## src/rtl/bias_relu_ctrl.sv

```systemverilog
// Sequencer for the bias-add/ReLU SIMD stage: loads one bias per lane from the
// bias buffer, then streams accumulator rows through a registered valid/ready stage.
module bias_relu_ctrl #(
    parameter int ARRAY_N    = 16,
    parameter int OUT_WIDTH  = 32,
    parameter int ADDR_WIDTH = 10,
    parameter int ROW_WIDTH  = 16
) (
    input  logic                         clk,
    input  logic                         reset_n,
    input  logic                         start,
    input  logic [ADDR_WIDTH-1:0]        cfg_base_addr,
    input  logic [$clog2(ARRAY_N):0]     cfg_num_bias,
    input  logic [ROW_WIDTH-1:0]         cfg_num_rows,
    output logic                         busy,
    output logic                         done,
    output logic                         buf_rd_en,
    output logic [ADDR_WIDTH-1:0]        buf_rd_addr,
    input  logic [OUT_WIDTH-1:0]         buf_rd_data,
    output logic [$clog2(ARRAY_N):0]     simd_w_index,
    output logic [OUT_WIDTH-1:0]         simd_w_data,
    output logic [ARRAY_N-1:0]           simd_w_en,
    input  logic                         in_valid,
    output logic                         in_ready,
    input  logic [ARRAY_N*OUT_WIDTH-1:0] simd_data_out,
    output logic                         out_valid,
    input  logic                         out_ready,
    output logic [ARRAY_N*OUT_WIDTH-1:0] out_data
);
    localparam int LW = $clog2(ARRAY_N) + 1;
    localparam logic [LW-1:0] LANES = LW'(ARRAY_N);
    localparam logic [ARRAY_N-1:0] LANE0_ONEHOT = {{(ARRAY_N-1){1'b0}}, 1'b1};

    typedef enum logic [1:0] {
        ST_IDLE = 2'd0,
        ST_LOAD = 2'd1,
        ST_RUN  = 2'd2,
        ST_DONE = 2'd3
    } state_t;

    state_t                       state_q, state_d;
    logic [LW-1:0]                lane_q, lane_d;
    logic [ADDR_WIDTH-1:0]        base_q, base_d;
    logic [LW-1:0]                nbias_q, nbias_d;
    logic [ROW_WIDTH-1:0]         nrows_q, nrows_d;
    logic [ROW_WIDTH-1:0]         rows_q, rows_d;
    logic                         busy_q, busy_d;
    logic                         done_q, done_d;
    logic                         rd_en_q, rd_en_d;
    logic [ADDR_WIDTH-1:0]        rd_addr_q, rd_addr_d;
    logic [ARRAY_N-1:0]           w_en_q, w_en_d;
    logic [LW-1:0]                w_index_q, w_index_d;
    logic                         w_buf_q, w_buf_d;
    logic                         out_valid_q, out_valid_d;
    logic [ARRAY_N*OUT_WIDTH-1:0] out_data_q, out_data_d;

    logic [LW-1:0] lane_next_s;
    logic [LW-1:0] nbias_clamp_s;
    logic          in_ready_s;
    logic          accept_s;

    assign lane_next_s   = lane_q + LW'(1);
    assign nbias_clamp_s = (cfg_num_bias > LANES) ? LANES : cfg_num_bias;
    assign in_ready_s    = (state_q == ST_RUN) && (rows_q < nrows_q) &&
                           (!out_valid_q || out_ready);
    assign accept_s      = in_valid && in_ready_s;

    // Next-state and next-output logic for the load/run sequencer.
    always_comb begin
        state_d     = state_q;
        lane_d      = lane_q;
        base_d      = base_q;
        nbias_d     = nbias_q;
        nrows_d     = nrows_q;
        rows_d      = rows_q;
        rd_en_d     = 1'b0;
        rd_addr_d   = rd_addr_q;
        w_en_d      = '0;
        w_index_d   = w_index_q;
        w_buf_d     = 1'b0;
        out_valid_d = out_valid_q;
        out_data_d  = out_data_q;

        case (state_q)
            ST_IDLE: begin
                if (start) begin
                    state_d   = ST_LOAD;
                    base_d    = cfg_base_addr;
                    nbias_d   = nbias_clamp_s;
                    nrows_d   = cfg_num_rows;
                    lane_d    = '0;
                    rows_d    = '0;
                    rd_en_d   = (nbias_clamp_s != '0);
                    rd_addr_d = cfg_base_addr;
                end else begin
                    state_d = ST_IDLE;
                end
            end
            ST_LOAD: begin
                // Lane k is written while lane k+1 is read; the extra pass with
                // lane_q == LANES lets the final write land before leaving LOAD.
                if (lane_q < LANES) begin
                    w_en_d    = LANE0_ONEHOT << lane_q;
                    w_index_d = lane_q;
                    w_buf_d   = (lane_q < nbias_q);
                    lane_d    = lane_next_s;
                    if (lane_next_s < nbias_q) begin
                        rd_en_d   = 1'b1;
                        rd_addr_d = base_q + ADDR_WIDTH'(lane_next_s);
                    end else begin
                        rd_en_d = 1'b0;
                    end
                end else begin
                    state_d = (nrows_q == '0) ? ST_DONE : ST_RUN;
                end
            end
            ST_RUN: begin
                if (accept_s) begin
                    out_data_d  = simd_data_out;
                    out_valid_d = 1'b1;
                    rows_d      = rows_q + ROW_WIDTH'(1);
                end else if (out_valid_q && out_ready) begin
                    out_valid_d = 1'b0;
                    if (rows_q == nrows_q) begin
                        state_d = ST_DONE;
                    end else begin
                        state_d = ST_RUN;
                    end
                end else begin
                    out_valid_d = out_valid_q;
                end
            end
            ST_DONE: begin
                state_d = ST_IDLE;
            end
            default: begin
                state_d = ST_IDLE;
            end
        endcase

        busy_d = (state_d != ST_IDLE);
        done_d = (state_d == ST_DONE);
    end

    // State and output registers with synchronous active-low reset.
    always_ff @(posedge clk) begin
        if (!reset_n) begin
            state_q     <= ST_IDLE;
            lane_q      <= '0;
            base_q      <= '0;
            nbias_q     <= '0;
            nrows_q     <= '0;
            rows_q      <= '0;
            busy_q      <= 1'b0;
            done_q      <= 1'b0;
            rd_en_q     <= 1'b0;
            rd_addr_q   <= '0;
            w_en_q      <= '0;
            w_index_q   <= '0;
            w_buf_q     <= 1'b0;
            out_valid_q <= 1'b0;
            out_data_q  <= '0;
        end else begin
            state_q     <= state_d;
            lane_q      <= lane_d;
            base_q      <= base_d;
            nbias_q     <= nbias_d;
            nrows_q     <= nrows_d;
            rows_q      <= rows_d;
            busy_q      <= busy_d;
            done_q      <= done_d;
            rd_en_q     <= rd_en_d;
            rd_addr_q   <= rd_addr_d;
            w_en_q      <= w_en_d;
            w_index_q   <= w_index_d;
            w_buf_q     <= w_buf_d;
            out_valid_q <= out_valid_d;
            out_data_q  <= out_data_d;
        end
    end

    assign busy         = busy_q;
    assign done         = done_q;
    assign buf_rd_en    = rd_en_q;
    assign buf_rd_addr  = rd_addr_q;
    assign simd_w_index = w_index_q;
    assign simd_w_en    = w_en_q;
    // Buffer data only arrives in the write cycle, so the bias path is a
    // registered-select mux rather than a data register.
    assign simd_w_data  = w_buf_q ? buf_rd_data : '0;
    assign in_ready     = in_ready_s;
    assign out_valid    = out_valid_q;
    assign out_data     = out_data_q;

endmodule

```

## config.mk

```make
export PLATFORM = sky130hd
export DESIGN_NAME = bias_relu_ctrl
export DESIGN_NICKNAME = d
export VERILOG_FILES = /design/src/rtl/bias_relu_ctrl.sv
export SDC_FILE = /design/constraint.sdc
export NUM_CORES = 1
export LEC_CHECK = 0
export BUFFER_PORTS_ARGS = -buffer_cell sky130_fd_sc_hd__buf_2
export CAP_MARGIN = 30
export CORE_AREA = 8 8 444 446
export CTS_CLUSTER_SIZE = 30
export DETAILED_ROUTE_END_ITERATION = 8
export DIE_AREA = 0 0 452 454
export GPL_ROUTABILITY_DRIVEN = 0
export PLACE_DENSITY = 0.34
export SKIP_CTS_REPAIR_TIMING = 1
export SKIP_LAST_GASP = 1
export SLEW_MARGIN = 20
export SYNTH_ARGS = -nofsm -noshare
export SYNTH_HDL_FRONTEND = slang
export SYNTH_SLANG_ARGS = --single-unit
```

## constraint.sdc

```tcl
create_clock -name clk -period 3.4 [get_ports clk]
set_input_delay 0.34 -clock clk [delete_from_list [all_inputs] [get_ports clk]]
set_output_delay 0.34 -clock clk [all_outputs]
set_load 0.02 [all_outputs]
```

Yosys cells after proc, flatten, opt, wreduce, memory -nomap -nowiden
Index checks and enable logic that the tools add are counted.
- reduce and logical (&&, ||, !) cells: 21
- shifts and indexed selects: 1
- divide/modulo/power cells: 0
- multiply operators: 0
- magnitude comparators: 5
- add/sub/neg operators: 3
- mux-type cells: 25
- eq/ne operators: 9
- bitwise operators: 0
- operators by type and width (cell ; number):
    $mux 16 ; 2
    $mux 32 ; 1
    $pmux 16 s2 ; 1
    $mux 10 ; 3
    $pmux 10 s2 ; 1
    $add 16x1->16 const B ; 1
    $eq 16x16->1 ; 1
    $logic_not 16->1 ; 1
    $lt 16x16->1 ; 1
    $shl 1x5->16 const A ; 1
    $mux 5 ; 3
    $add 10x5->10 ; 1
    $lt 5x5->1 ; 2
    $pmux 5 s2 ; 1
    $reduce_and 3->1 ; 3
    $mux 1 ; 8
    $ne 2x2->1 const B ; 4
    $pmux 2 s4 ; 1
    $reduce_and 2->1 ; 4
    $reduce_bool 2->1 ; 4
    $eq 2x2->1 const B ; 3
    $mux 2 ; 3
    $add 5x1->5 const B ; 1
    $gt 5x5->1 const B ; 1
    9 further kinds ; 12
- register bits after elaboration: 602
- memory bits (writable): 0
- memories: 0
- ROM bits: 0
- input port bits: 580
- bits in latches: 0
- word-level logic and storage cells: 79

Depth between registers and ports, before layout
- word-level depth: 7
- gate-level depth with buffers: 11

Worst setup path before layout
OpenSTA, ideal clock, no wires.
- path type: reg-to-reg
- start point: register lane_q[2]
- end point: register rd_addr_q[9], in the netlist buf_rd_addr[9]
- library setup time: 0.092 ns
- buffers on the path: 1
- setup slack: 0.953 ns
- required time: 3.308 ns
- stages on the path, launching flop included: 12
- arrival time: 2.355 ns
- cell sequence: dfxtp_1 -> clkbuf_1 -> inv_1 -> ha_1 -> inv_1 -> ha_1 -> o21ai_0 -> o21ai_0 -> nor4bb_1 -> xor2_1 -> nor2_1 -> o32ai_1
- cells in the longest elaborated chain, start to end: 5
- RTL lines (item ; RTL line ; source):
    start, declared ; 42 ; logic [LW-1:0] lane_q, lane_d;
    start signal, assigned ; 165 ; lane_q <= lane_d;
    $add 5x1->5 ; 62 ; assign lane_next_s = lane_q + LW'(1);
    $add 10x5->10 ; 109 ; rd_addr_d = base_q + ADDR_WIDTH'(lane_next_s);
    $mux 10 ; 107 ; if (lane_next_s < nbias_q) begin
    $mux 10 ; 102 ; if (lane_q < LANES) begin
    $pmux 10 s2 ; 84 ; case (state_q)
    end signal, assigned ; 173 ; rd_addr_q <= rd_addr_d;
    end, declared ; 50 ; logic [ADDR_WIDTH-1:0] rd_addr_q, rd_addr_d;
Several ways; a longest one is shown, not always the timed one. The select of a mux whose other input is x is not followed.
A chain may end at the register's enable or synchronous reset.

Final worst setup path
- start point: register nrows_q[13]
- end point: output port in_ready
- cells in the longest elaborated chain, start to end: 3
- RTL lines (item ; RTL line ; source):
    start, declared ; 45 ; logic [ROW_WIDTH-1:0] nrows_q, nrows_d;
    start signal, assigned ; 168 ; nrows_q <= nrows_d;
    $lt 16x16->1 ; 64 ; assign in_ready_s = (state_q == ST_RUN) && (rows_q < nrows_q) &&
    $logic_and 1x1->1 (2 in a row) ; 64 ;
    end, declared ; 24 ; output logic in_ready,
Every way passes these cells.

==> reports/results.ini <==
[floorplan]
fp-row-count=160
start_util=0.1233
fp.dieH_um=454
coreArea_um2=189600
die-area_um2=205200
ios=1160
dieWidth_um=452

[power]
p_leak_nw=16.69
p_per_area_nw_per_um2=435.9
peakVddDrop_v=0.0003160
power_mw=17.45

[global_routing]
gr-total-overflow=0
grt_pass1_vias=22980
grt_first_pass_wirelength_mm=187.0
grt_use_total=0.1277
antenna_found_initial=34
grt_max_degree=155

[synthesis]
synth_top_area_share=0.5155
seq_area_frac_synth=0.5155
yosysTopAreaCell=dfxtp_1
synth_area_leaders=dfxtp_1 (52%), nand2_1 (18%), a21boi_0 (16%), clkbuf_1 (2.3%), ha_1 (1.9%)
syn_area_um2=23380
yosys.area_share.adder=0.02013
synth_compound_area_frac=0.2015
ys_async_sr_fraction=0
synth_flop_cell=dfxtp_1
synth-edff-count=0
ys_warn_count=0
muxShareOfSynthArea=0.0008564
synth_cells=2785
ys_ff_latch=602
yosys.area_share.xor_xnor=0.003747
synth.net_count=3402
synth_top_family_by_area=simple AND/OR/NAND/NOR gates
synth.avg_cell_area_um2=8.394
synthSimpleGateAreaFrac=0.2190
synth_cell_types=54

[placed_design]
port_buffers=1159
preCtsSetupSlack_ps=419.8
hpwl_mm=111.8
dp.cells=6311

[worst_setup_path]
critPathArrivalTime_ps=2630
worst-path-max-fanout=3
critPathKind=flip-flop to primary output
end_kind=primary output
worstPathRequired_ps=3060
start_kind=flip-flop

[sta]
finalMaxSlewViolations=0
tightest_slew_ps=925.6
finClkSkew_ps=29.86
slew_headroom=0.3830
clock.fmax_ghz=0.3371
fin_crit_sh=0.8724
rsz0062_at_grt=false
period_needed_ps=2966
hold_viol_final=0
finalSetupViolations=0
tns_ps=0
finalWorstSetupSlack_ps=433.7

[finish]
nets=5005
area_growth_pct=71.25
drive_gt1_frac=0.3042
seq_area_um2=12050
stdcell_count=6989
multi_input_area_um2=10420
fillers=21270

[clocking]
clkSinkCount=602
clkSlewWorstSetupHoldPaths_ps=50
cts-root-buf=clkbuf_16
cts_tree=done
h-tree-depth=3
clk_latency_ps=690
cts_buffers=82
clock_path_buffers=3

[drt]
vias=25090
first_pass_iters=5
wl_per_cell_um=20.30
viasPerCell=3.590
drc=0
wl_mm=141.9
ant_nets=0
drt_iter0_drc=1289

[hold_path]
hold_path.class=input port to flip-flop

[run]
maxCapViolCount=0

[run_status]
outcome=completed

power by group:
group | switching [mW] | leakage (nW) | internal (mW) | total (mW)
sequential | 0.0370 | 4.85 | 7.10 | 7.14
combinational | 0.633 | 10.5 | 0.819 | 1.45
clock | 3.63 | 1.35 | 5.23 | 8.86
total | 4.30 | 16.7 | 13.1 | 17.5
layout make-up:
class,count,share of cell area
tap,2511,0.07848
antenna,21,0.001313
sequential,602,0.3010
inverter,28,0.002625
clock buffer,129,0.06142
multi-input combinational,1957,0.2603
timing repair buffer,1717,0.2875
clock inverter,24,0.007314
kinds of logic (layout without fill, tap and decap cells):
logic type	after synthesis	count (layout)
simple gates	1273	1273
other cells	0	21
fa+ha+maj	37	37
xor+xnor	10	10
flops	602	602
compound gates	635	635
mux	2	2
buf+inv	226	1898
synth_stat cells, drive strengths merged, types with 2 or more instances:
library cell and number:
nor2 20, o21ai 17, a211oi 4, inv 28, nand2 1129, o31ai 3
a21oi 26, a31o 4, nor3 5, a21o 4, ha 36, or3 6
mux2i 2, and2 43, o211a 4, nand2b 4, a21boi 551, nand3b 4
nor4 7, xor2 2, nor2b 10, a22oi 3, nor3b 3, o211ai 8
o21a 2, dfxtp 602, nand4 10, xnor2 8, nand3 9, and3 13
buf 54, or4 6, o32ai 2, clkbuf 144
sequential cells by signal, indices dropped and copies added, names as in the netlist, 10 cells and up:
register	cells
buf_rd_addr	10
base_q	10
simd_w_en	16
out_data	512
nrows_q	16
rows_q	16
worst paths after layout:
| check | depth (start not counted) | endpoint | slack (ps) | from |
|---|---|---|---|---|
| hold reg to reg | 2 | out_data[347] | 450 | out_data[347] |
| hold / removal | 3 | out_data[77] | 30 | simd_data_out[77] |
| setup reg to reg | 9 | out_data[439] | 460 | nrows_q[13] |
| setup / recovery | 6 | in_ready | 430 | nrows_q[13] |
worst max-delay path, cell delays in order, from the launching register on:
cell,delay [ps]
dfxtp_1,350
inv_1,60
ha_1,310
a211oi_1,480
o211ai_1,190
nor3_1,290
buf_2,270
cell usage in the layout, fill, tap and decap left out, types with 4 or more instances in the layout:
cell | synthesis | layout
buf_2 | 50 | 1158
nand2_1 | 1129 | 1129
dfxtp_1 | 602 | 602
dlygate4sd3_1 | 0 | 504
a21boi_0 | 501 | 501
clkbuf_16 | 0 | 82
a21boi_1 | 49 | 49
and2_1 | 43 | 43
ha_1 | 36 | 36
buf_4 | 0 | 34
inv_1 | 28 | 28
a21oi_1 | 26 | 26
clkbuf_1 | 144 | 24
clkbuf_8 | 0 | 23
diode_2 | 0 | 21
nor2_1 | 20 | 20
buf_12 | 0 | 20
o21ai_0 | 17 | 17
and3_1 | 13 | 13
nand4_1 | 10 | 10
clkinv_2 | 0 | 10
nand3_1 | 9 | 9
nor2b_1 | 9 | 9
xnor2_1 | 8 | 8
o211ai_1 | 8 | 8
nor4_1 | 7 | 7
or4_1 | 6 | 6
or3_1 | 5 | 5
a211oi_1 | 4 | 4
nand2b_1 | 4 | 4
nor3_1 | 4 | 4
nand3b_1 | 4 | 4
a31o_2 | 4 | 4
a21o_1 | 4 | 4
o211a_1 | 4 | 4
routing by layer:
metal,track usage,wire length [µm]
met1,0.1378,54960
met2,0.2186,70910
met5,0,74
met3,0.04904,9469
met4,0.06389,6482
metrics by stage:
stage          hold WS (ps)  area, µm²  utilization
2_1_floorplan         441.0      23380            -
3_3_place_gp          438.1      32180       0.1698
3_5_place_dp          445.7      32180       0.1698
4_1_cts              -246.7      34930       0.1843
5_1_grt              0.6138      40020       0.2111
6_report              27.47      40030       0.2112
Power figures use the tool's default switching activity.
